## config.mk

```make
export PLATFORM = sky130hd
export DESIGN_NAME = wb_write_buffer
export DESIGN_NICKNAME = d
export VERILOG_FILES = /design/src/rtl/wb_write_buffer.sv
export SDC_FILE = /design/constraint.sdc
export NUM_CORES = 1
export LEC_CHECK = 0
export BUFFER_PORTS_ARGS = -buffer_cell sky130_fd_sc_hd__buf_2
export CORE_UTILIZATION = 54
export DETAILED_ROUTE_END_ITERATION = 8
export PLACE_DENSITY = 0.82
export SYNTH_ARGS = -nofsm -noshare
export SYNTH_HDL_FRONTEND = slang
export SYNTH_SLANG_ARGS = --single-unit
```

## constraint.sdc

```tcl
create_clock -name clk -period 2.3 [get_ports clk]
set_input_delay 0 -clock clk [delete_from_list [all_inputs] [get_ports clk]]
set_output_delay 0 -clock clk [all_outputs]
set_load 0.005 [all_outputs]
```

## src/rtl/wb_write_buffer.sv

```systemverilog
// ============================================================================
// wb_write_buffer : circular write-back buffer in front of a register file,
//                   with optional read-port forwarding (macro WB_BYPASS_EN).
// Revision 1.0
// ============================================================================
`default_nettype none

module wb_write_buffer #(
   parameter int DEPTH = 4,
   parameter int NREG  = 16,
   parameter int WIDTH = 16
) (
   input  logic                     clk,
   input  logic                     rst,
   input  logic                     in_valid,
   output logic                     in_ready,
   input  logic [3:0]               in_reg,
   input  logic [WIDTH-1:0]         in_data,
   input  logic                     hold,
   output logic [NREG-1:0]          WriteReg,
   output logic [WIDTH-1:0]         DstData,
   input  logic [3:0]               SrcReg1,
   input  logic [3:0]               SrcReg2,
   output logic                     hit1,
   output logic                     hit2,
   output logic [WIDTH-1:0]         fwd_data1,
   output logic [WIDTH-1:0]         fwd_data2,
   output logic [$clog2(DEPTH):0]   count
);

   localparam int             PW   = $clog2(DEPTH);
   localparam int             CW   = PW + 1;
   localparam logic [CW-1:0]  FULL = CW'(DEPTH);

   logic [3:0]       reg_q  [DEPTH];
   logic [WIDTH-1:0] data_q [DEPTH];
   logic [PW-1:0]    head;
   logic [PW-1:0]    tail;
   logic             push;
   logic             drain;

   assign in_ready = (count < FULL);
   // R0 requests are consumed (in_ready high) but never stored.
   assign push     = in_valid && in_ready && (in_reg != 4'd0);
   assign drain    = (count != '0) && !hold;

   always_ff @(posedge clk or negedge rst) begin
      if (!rst) begin
         head  <= '0;
         tail  <= '0;
         count <= '0;
         for (int i = 0; i < DEPTH; i++) begin
            reg_q[i]  <= '0;
            data_q[i] <= '0;
         end
      end else begin
         if (push) begin
            reg_q[tail]  <= in_reg;
            data_q[tail] <= in_data;
            tail         <= tail + 1'b1;
         end
         if (drain) begin
            head <= head + 1'b1;
         end
         case ({push, drain})
            2'b10:   count <= count + 1'b1;
            2'b01:   count <= count - 1'b1;
            default: count <= count;
         endcase
      end
   end

   always_comb begin
      WriteReg = '0;
      DstData  = '0;
      if (drain) begin
         WriteReg = NREG'(1) << reg_q[head];
         DstData  = data_q[head];
      end
   end

`ifdef WB_BYPASS_EN
   // Scan oldest to youngest so the youngest matching entry wins.
   always_comb begin
      hit1      = 1'b0;
      hit2      = 1'b0;
      fwd_data1 = '0;
      fwd_data2 = '0;
      for (int i = 0; i < DEPTH; i++) begin
         if (CW'(i) < count) begin
            if (SrcReg1 != 4'd0 && reg_q[head + PW'(i)] == SrcReg1) begin
               hit1      = 1'b1;
               fwd_data1 = data_q[head + PW'(i)];
            end
            if (SrcReg2 != 4'd0 && reg_q[head + PW'(i)] == SrcReg2) begin
               hit2      = 1'b1;
               fwd_data2 = data_q[head + PW'(i)];
            end
         end
      end
   end
`else
   logic unused_src;
   assign unused_src = ^{SrcReg1, SrcReg2};
   assign hit1       = 1'b0;
   assign hit2       = 1'b0;
   assign fwd_data1  = '0;
   assign fwd_data2  = '0;
`endif

endmodule

`default_nettype wire

```

==> metrics.cfg, run 1 <==
[routing]
route.detailed.drc = 0
routed_via_count = 2771
routedWlPerCell_microns = 16.8
wirelength_microns = 8550
viasPerCell = 5.45
drtAntennaViolNets = 0
number_of_design_rule_violations_left_by_the_first_detailed_router_iteration = 127
drt_pre_antenna_iters = 4

[logic_synthesis]
synth.area.top_cells = dfrtp_1, mux2_2, buf_4
netlist_instances = 316
yosys.area.top_type_share = 0.488
yosys_warnings = 0
synth_seq_cells = 87
yosys.area.top_type = dfrtp_1
mappedNetlistArea_sq_um = 4460
synthFlopType = dfrtp_1
synth.yosys.seq_area_share = 0.488
ys_types = 28
synth_area_per_cell_sq_um = 14.1
synth-edff-count = 0
ys_async_sr_fraction = 1.00
synth.top_cells.by_count = dfrtp_1, mux2_2, buf_4, and3_1
yosys.cell_count.top_type = dfrtp_1

[cells_and_area]
multi_input_area_sq_um = 2020
diodes = 0
stdcell_count = 508
layout_overhead_on_the_synthesized_area_pct = 15.3
seq_area_sq_um = 2180
filler_cell_count = 579
fin_nets = 439
fin_util = 0.656
layout_cells_sized_above_1 = 0.463

[floorplan]
die_w_microns = 92.9
initial_core_util = 0.569
fp.dieH_microns = 92.9
core-area_sq_um = 7850
io-pin-count = 102
std_cell_rows = 32
fp.dieArea_sq_um = 8640

[clocking]
insertion_delay_ns = 0.36
post_cts_buffers = 0
clkSinkCount = 87
cts.root.buffer_cell = clkbuf_8
worst_setup_hold_path_clk_slew_ns = 0.08
number_of_levels_in_the_clock_h_tree = 3
tritoncts = yes
cts_max_path_buffers = 2
cts-buffers-inserted = 9

[sta]
final.min_clock_period_ns = 2.20
max-slew-margin-rel = 0.611
post-route-period-util = 0.958
grt_setup_unrepaired = false
final.hold.worst_slack_ns = 0.00878
setup_viol_count_final = 0
finClkSkew_ns = 0.00662
tightest_slew_ns = 0.582
hold_violations = 0
fin_ws_ns = 0.0958
slew_viol_final = 0
achievable-frequency_mhz = 454
setup_total_negative_slack_ns = 0

[global_route]
grt_antenna_before_repair = 0
grt-ovfl-total = 0
grt_pass1_wl_microns = 14000
grtUsageTotal = 0.216
first_global_vias = 2818
grt_start_max_net_pins = 88

[critical_path]
setup.worst_path.start_class = register
worst-endpoint-required_ns = 2.30
end_kind = output port
arr_time_crit_path_ns = 2.20
crit_type = register to output port
worst_path_max_fanout = 8

[power]
power.density_cell_area_nw_per_um2 = 1310
vdd_ir_drop_max_mv = 0.635
power_leakage_nw = 2.49

[worst_hold_path]
hold_class = primary input to register

[outcome]
status = finished, final reports clean

[flow_run]
drv.max_cap_violation_count = 0

[place]
post-place-ws_ns = 0.251
place_hpwl_microns = 5630
cells_after_dpl = 471
final_weighted_congestion_in_routability_driven_placement = 0.730
portBuffers = 59

==> cell type report <==
type / instances / area share
Tap cell: 102 / 0.0248
Inverter: 7 / 0.00511
Timing Repair Buffer: 92 / 0.121
Clock buffer: 11 / 0.0275
Multi-Input combinational cell: 204 / 0.392
Sequential cell: 87 / 0.423
Clock inverter: 5 / 0.00656
==> placed cells by master (no fill, tap or decap), types with 3 or more instances in the layout <==
master	instances
nor3_1	6
dlygate4sd3_1	21
buf_4	11
mux2_2	81
nor3_2	4
clkbuf_8	10
mux4_2	12
nor2b_1	3
conb_1	34
nor2_1	3
buf_2	58
nand3_1	6
dfrtp_1	86
xnor2_1	4
and3_1	25
mux4_1	8
inv_1	7
ha_1	5
==> final timing paths <==
kind | startpoint | endpoint | slack (ns) | cells after the start
worst max-delay path | head[0]$_DFFE_PN0P_ | WriteReg[2] | 0.1 | 4
worst min-delay path | hold | head[0]$_DFFE_PN0P_ | 0.009 | 3
min in group asynchronous | rst | data_q[51]$_DFFE_PN0P_ | 0.19 | 3
worst min register to register | data_q[61]$_DFFE_PN0P_ | data_q[61]$_DFFE_PN0P_ | 0.50 | 1
max in group asynchronous | rst | head[0]$_DFFE_PN0P_ | 1.71 | 3
worst max register to register | count[2]$_DFFE_PN0P_ | data_q[39]$_DFFE_PN0P_ | 0.40 | 4
==> power by group <==
part | leakage (nW) | internal, W | switching (W)
clock | 0.0853 | 0.000420 | 0.000535
combinational | 1.36 | 0.00176 | 0.00124
sequential | 1.04 | 0.00231 | 0.000446
==> routing by layer <==
layer / GRT usage / share of wire / up-vias
li1: - / - / 1240
met5: 0 / 0 / -
met1: 0.281 / 0.44 / 1425
met4: 0.0667 / 0.011 / 0
met2: 0.358 / 0.49 / 96
met3: 0.0517 / 0.050 / 10
==> critical path, stage by stage, from the launching register on <==
cell,delay (ns)
dfrtp_2,0.51
mux4_1,0.70
or2_2,0.36
nor3_1,0.13
buf_2,0.14
==> logic make-up (layout without fill, tap and decap cells) <==
group                    after synthesis  count (layout)  synth area share
other                                  1              34          0.000840
multiplexers                         102             102             0.316
adder cells (fa/ha/maj)                6               6            0.0185
buffers and inverters                 58             115            0.0883
flip-flops                            87              87             0.488
AND/OR/NAND/NOR                       56              56            0.0771
XOR/XNOR                               6               6            0.0118
==> timing repair <==
item / in CTS / in global routing
setup endpoints to repair: 7 / 3
resized for setup: 2 / 3
hold buffers: 21 / 0
pin swaps: 0 / 0
endpoints found under the hold margin: 167 / 0
==> stage by stage <==
step	instance area [sq um]	power [W]
after floorplan	4590	0.00498
after global placement	4760	0.00555
after detailed placement	4760	0.00575
after CTS	5140	0.00673
after global routing	5150	0.00716
final	5150	0.00672
==> registers in the layout (all words and copies together), names as in the netlist <==
register,cells
data_q,64
reg_q,16
count,3
head,2
tail,2
Note: power is estimated with default switching activity, not from simulation.
==> run 2, diff against run 1 <==
==> constraint.sdc (replaced) <==
create_clock -name clk -period 2.3 [get_ports clk]
set_input_delay 0 -clock clk [delete_from_list [all_inputs] [get_ports clk]]
set_output_delay 0 -clock clk [all_outputs]
set_load 0.05 [all_outputs]
==> run 2 against run 1 <==
Compared with the run above: largest power group unchanged; global-route usage is 0.078 points higher; maximum frequency is 1.4% lower; clock skew is 0.0059 ns higher; first-iteration DRC count is 20% higher.
==> metrics.cfg, run 2 (same netlist as run 1, synthesis figures left out) <==
[sta]
fin_ws_ns = 0.0636
post-route-period-util = 0.972
achievable-frequency_mhz = 447
tightest_slew_ns = 0.636
finClkSkew_ns = 0.0125
grt_setup_unrepaired = false
slew_viol_final = 0
hold_violations = 0
max-slew-margin-rel = 0.576
setup_viol_count_final = 0
final.min_clock_period_ns = 2.24
final.hold.worst_slack_ns = 0.0182

[global_route]
grt-ovfl-total = 0
grt_antenna_before_repair = 0
grt_pass1_wl_microns = 14000
grtUsageTotal = 0.216
grt_start_max_net_pins = 51
first_global_vias = 2802

[cells_and_area]
top_register = data_q
layout.cells.most_common_list = dfrtp_1, mux2_2, buf_2
top_registers = data_q x64, reg_q x16, count x3
diodes = 0
fin_nets = 444
layout_cells_sized_above_1 = 0.473
final_cell_area_sq_um = 5210
filler_cell_count = 555
largest_register_ff_count = 64
layout_overhead_on_the_synthesized_area_pct = 16.8
stdcell_count = 512
layout.cells.most_common = dfrtp_1

[power]
p_int_w = 0.00464
power.total_w = 0.00790
total_switching_power_w = 0.00325
combPwrFrac = 0.520
sw_frac_of_total = 0.412
seqPwrFrac = 0.347
power_frac_clock = 0.133
power.density_cell_area_nw_per_um2 = 1510
power_leakage_nw = 2.52
vdd_ir_drop_max_mv = 0.754

[floorplan]
io-pin-count = 102
fp.dieArea_sq_um = 8640
initial_core_util = 0.569
core-area_sq_um = 7850
std_cell_rows = 32
die_w_microns = 92.9
fp.dieH_microns = 92.9

[worst_hold_path]
hold_class = primary input to register

[routing]
drt_pre_antenna_iters = 4
drtAntennaViolNets = 0
wirelength_microns = 8670
route.detailed.drc = 0
routedWlPerCell_microns = 16.9
viasPerCell = 5.44
routed_via_count = 2785
number_of_design_rule_violations_left_by_the_first_detailed_router_iteration = 153

[place]
area_of_placed_instances_sq_um = 4790
final_weighted_congestion_in_routability_driven_placement = 0.728
place_hpwl_microns = 5760
cells_after_dpl = 475
portBuffers = 59
post-place-ws_ns = 0.250

[critical_path]
setup.worst_path.start_class = register
end_kind = output port
crit_path_max_incr_delay_ns = 0.58
crit_type = register to output port
worst-endpoint-required_ns = 2.30
arr_time_crit_path_ns = 2.24
worst_path_max_fanout = 7
cp_slowest_cell = mux4_2
crit_chain = mux4_2, or3_4, nor3_2, buf_2

[clocking]
clkSinkCount = 87
cts.root.buffer_cell = clkbuf_8
cts_max_path_buffers = 2
number_of_levels_in_the_clock_h_tree = 3
cts-buffers-inserted = 9
insertion_delay_ns = 0.36
worst_setup_hold_path_clk_slew_ns = 0.08
tritoncts = yes

[outcome]
status = finished, final reports clean

[flow_run]
drv.max_cap_violation_count = 0

==> run 2: cell count changes in the layout (fill, tap and decap cells not counted), moves of 2 or more <==
cell	previous run	this run
nor3_1	6	3
clkinv_2	2	0
nor3_2	4	7
buf_2	58	56
buf_4	11	18
==> run 2: final timing paths <==
check	start	to	slack [ns]	cells past startpoint
max	head[0]$_DFFE_PN0P_	WriteReg[5]	0.06	4
min	hold	head[0]$_DFFE_PN0P_	0.02	3
max reg2reg	count[2]$_DFFE_PN0P_	count[1]$_DFFE_PN0P_	0.39	6
min reg2reg	data_q[37]$_DFFE_PN0P_	data_q[37]$_DFFE_PN0P_	0.50	1
max in group asynchronous	rst	data_q[37]$_DFFE_PN0P_	1.47	3
min in group asynchronous	rst	data_q[1]$_DFFE_PN0P_	0.21	2
==> run 2: critical path: cells and delay by family, from the launching register on <==
kind                   cells  cell delay, ns
muxes                      1            0.58
and+or+nand+nor            2            0.55
DFF                        1            0.47
buffers and inverters      1            0.28
==> run 2: area by class of cell <==
class	instances	area, sq um	area share
clock inverters	6	71.3	0.0137
repair buffers	97	653	0.125
clock buffers	9	124	0.0238
flip-flops and latches	87	2180	0.418
well taps	102	128	0.0245
inverters	7	26.3	0.00504
multi-input cells	204	2030	0.390
==> run 2: per-stage QoR <==
stage                      util  TNS (ns)
after global placement    0.611         0
after CTS                 0.663         0
after detailed placement  0.611         0
final                     0.664         0
after global routing      0.664         0
after floorplan               -   -0.0530
==> run 2: what timing repair did <==
item,CTS,global route
hold buffers,21,0
setup endpoints to repair,8,6
endpoints found under the hold margin,129,0
pin swaps,0,0
gates resized for setup,2,3
setup buffers,0,1
==> run 2: routing by layer <==
| metal | global-route usage | vias up | wire, microns |
|---|---|---|---|
| li1 | - | 1250 | - |
| met1 | 0.275 | 1434 | 3670 |
| met2 | 0.373 | 87 | 4460 |
| met3 | 0.0378 | 14 | 409 |
| met4 | 0.0769 | 0 | 125 |
| met5 | 0 | - | 0 |
==> run 2: power by group through the flow <==
stage / clock, W / sequential [W] / combinational [W]
global route: 0.00112 / 0.00284 / 0.00439
detailed placement: 0 / 0.00277 / 0.00403
finish: 0.00105 / 0.00274 / 0.00410
CTS: 0.00107 / 0.00274 / 0.00409
global placement: 0 / 0.00270 / 0.00390
floorplan: 0 / 0.00269 / 0.00330
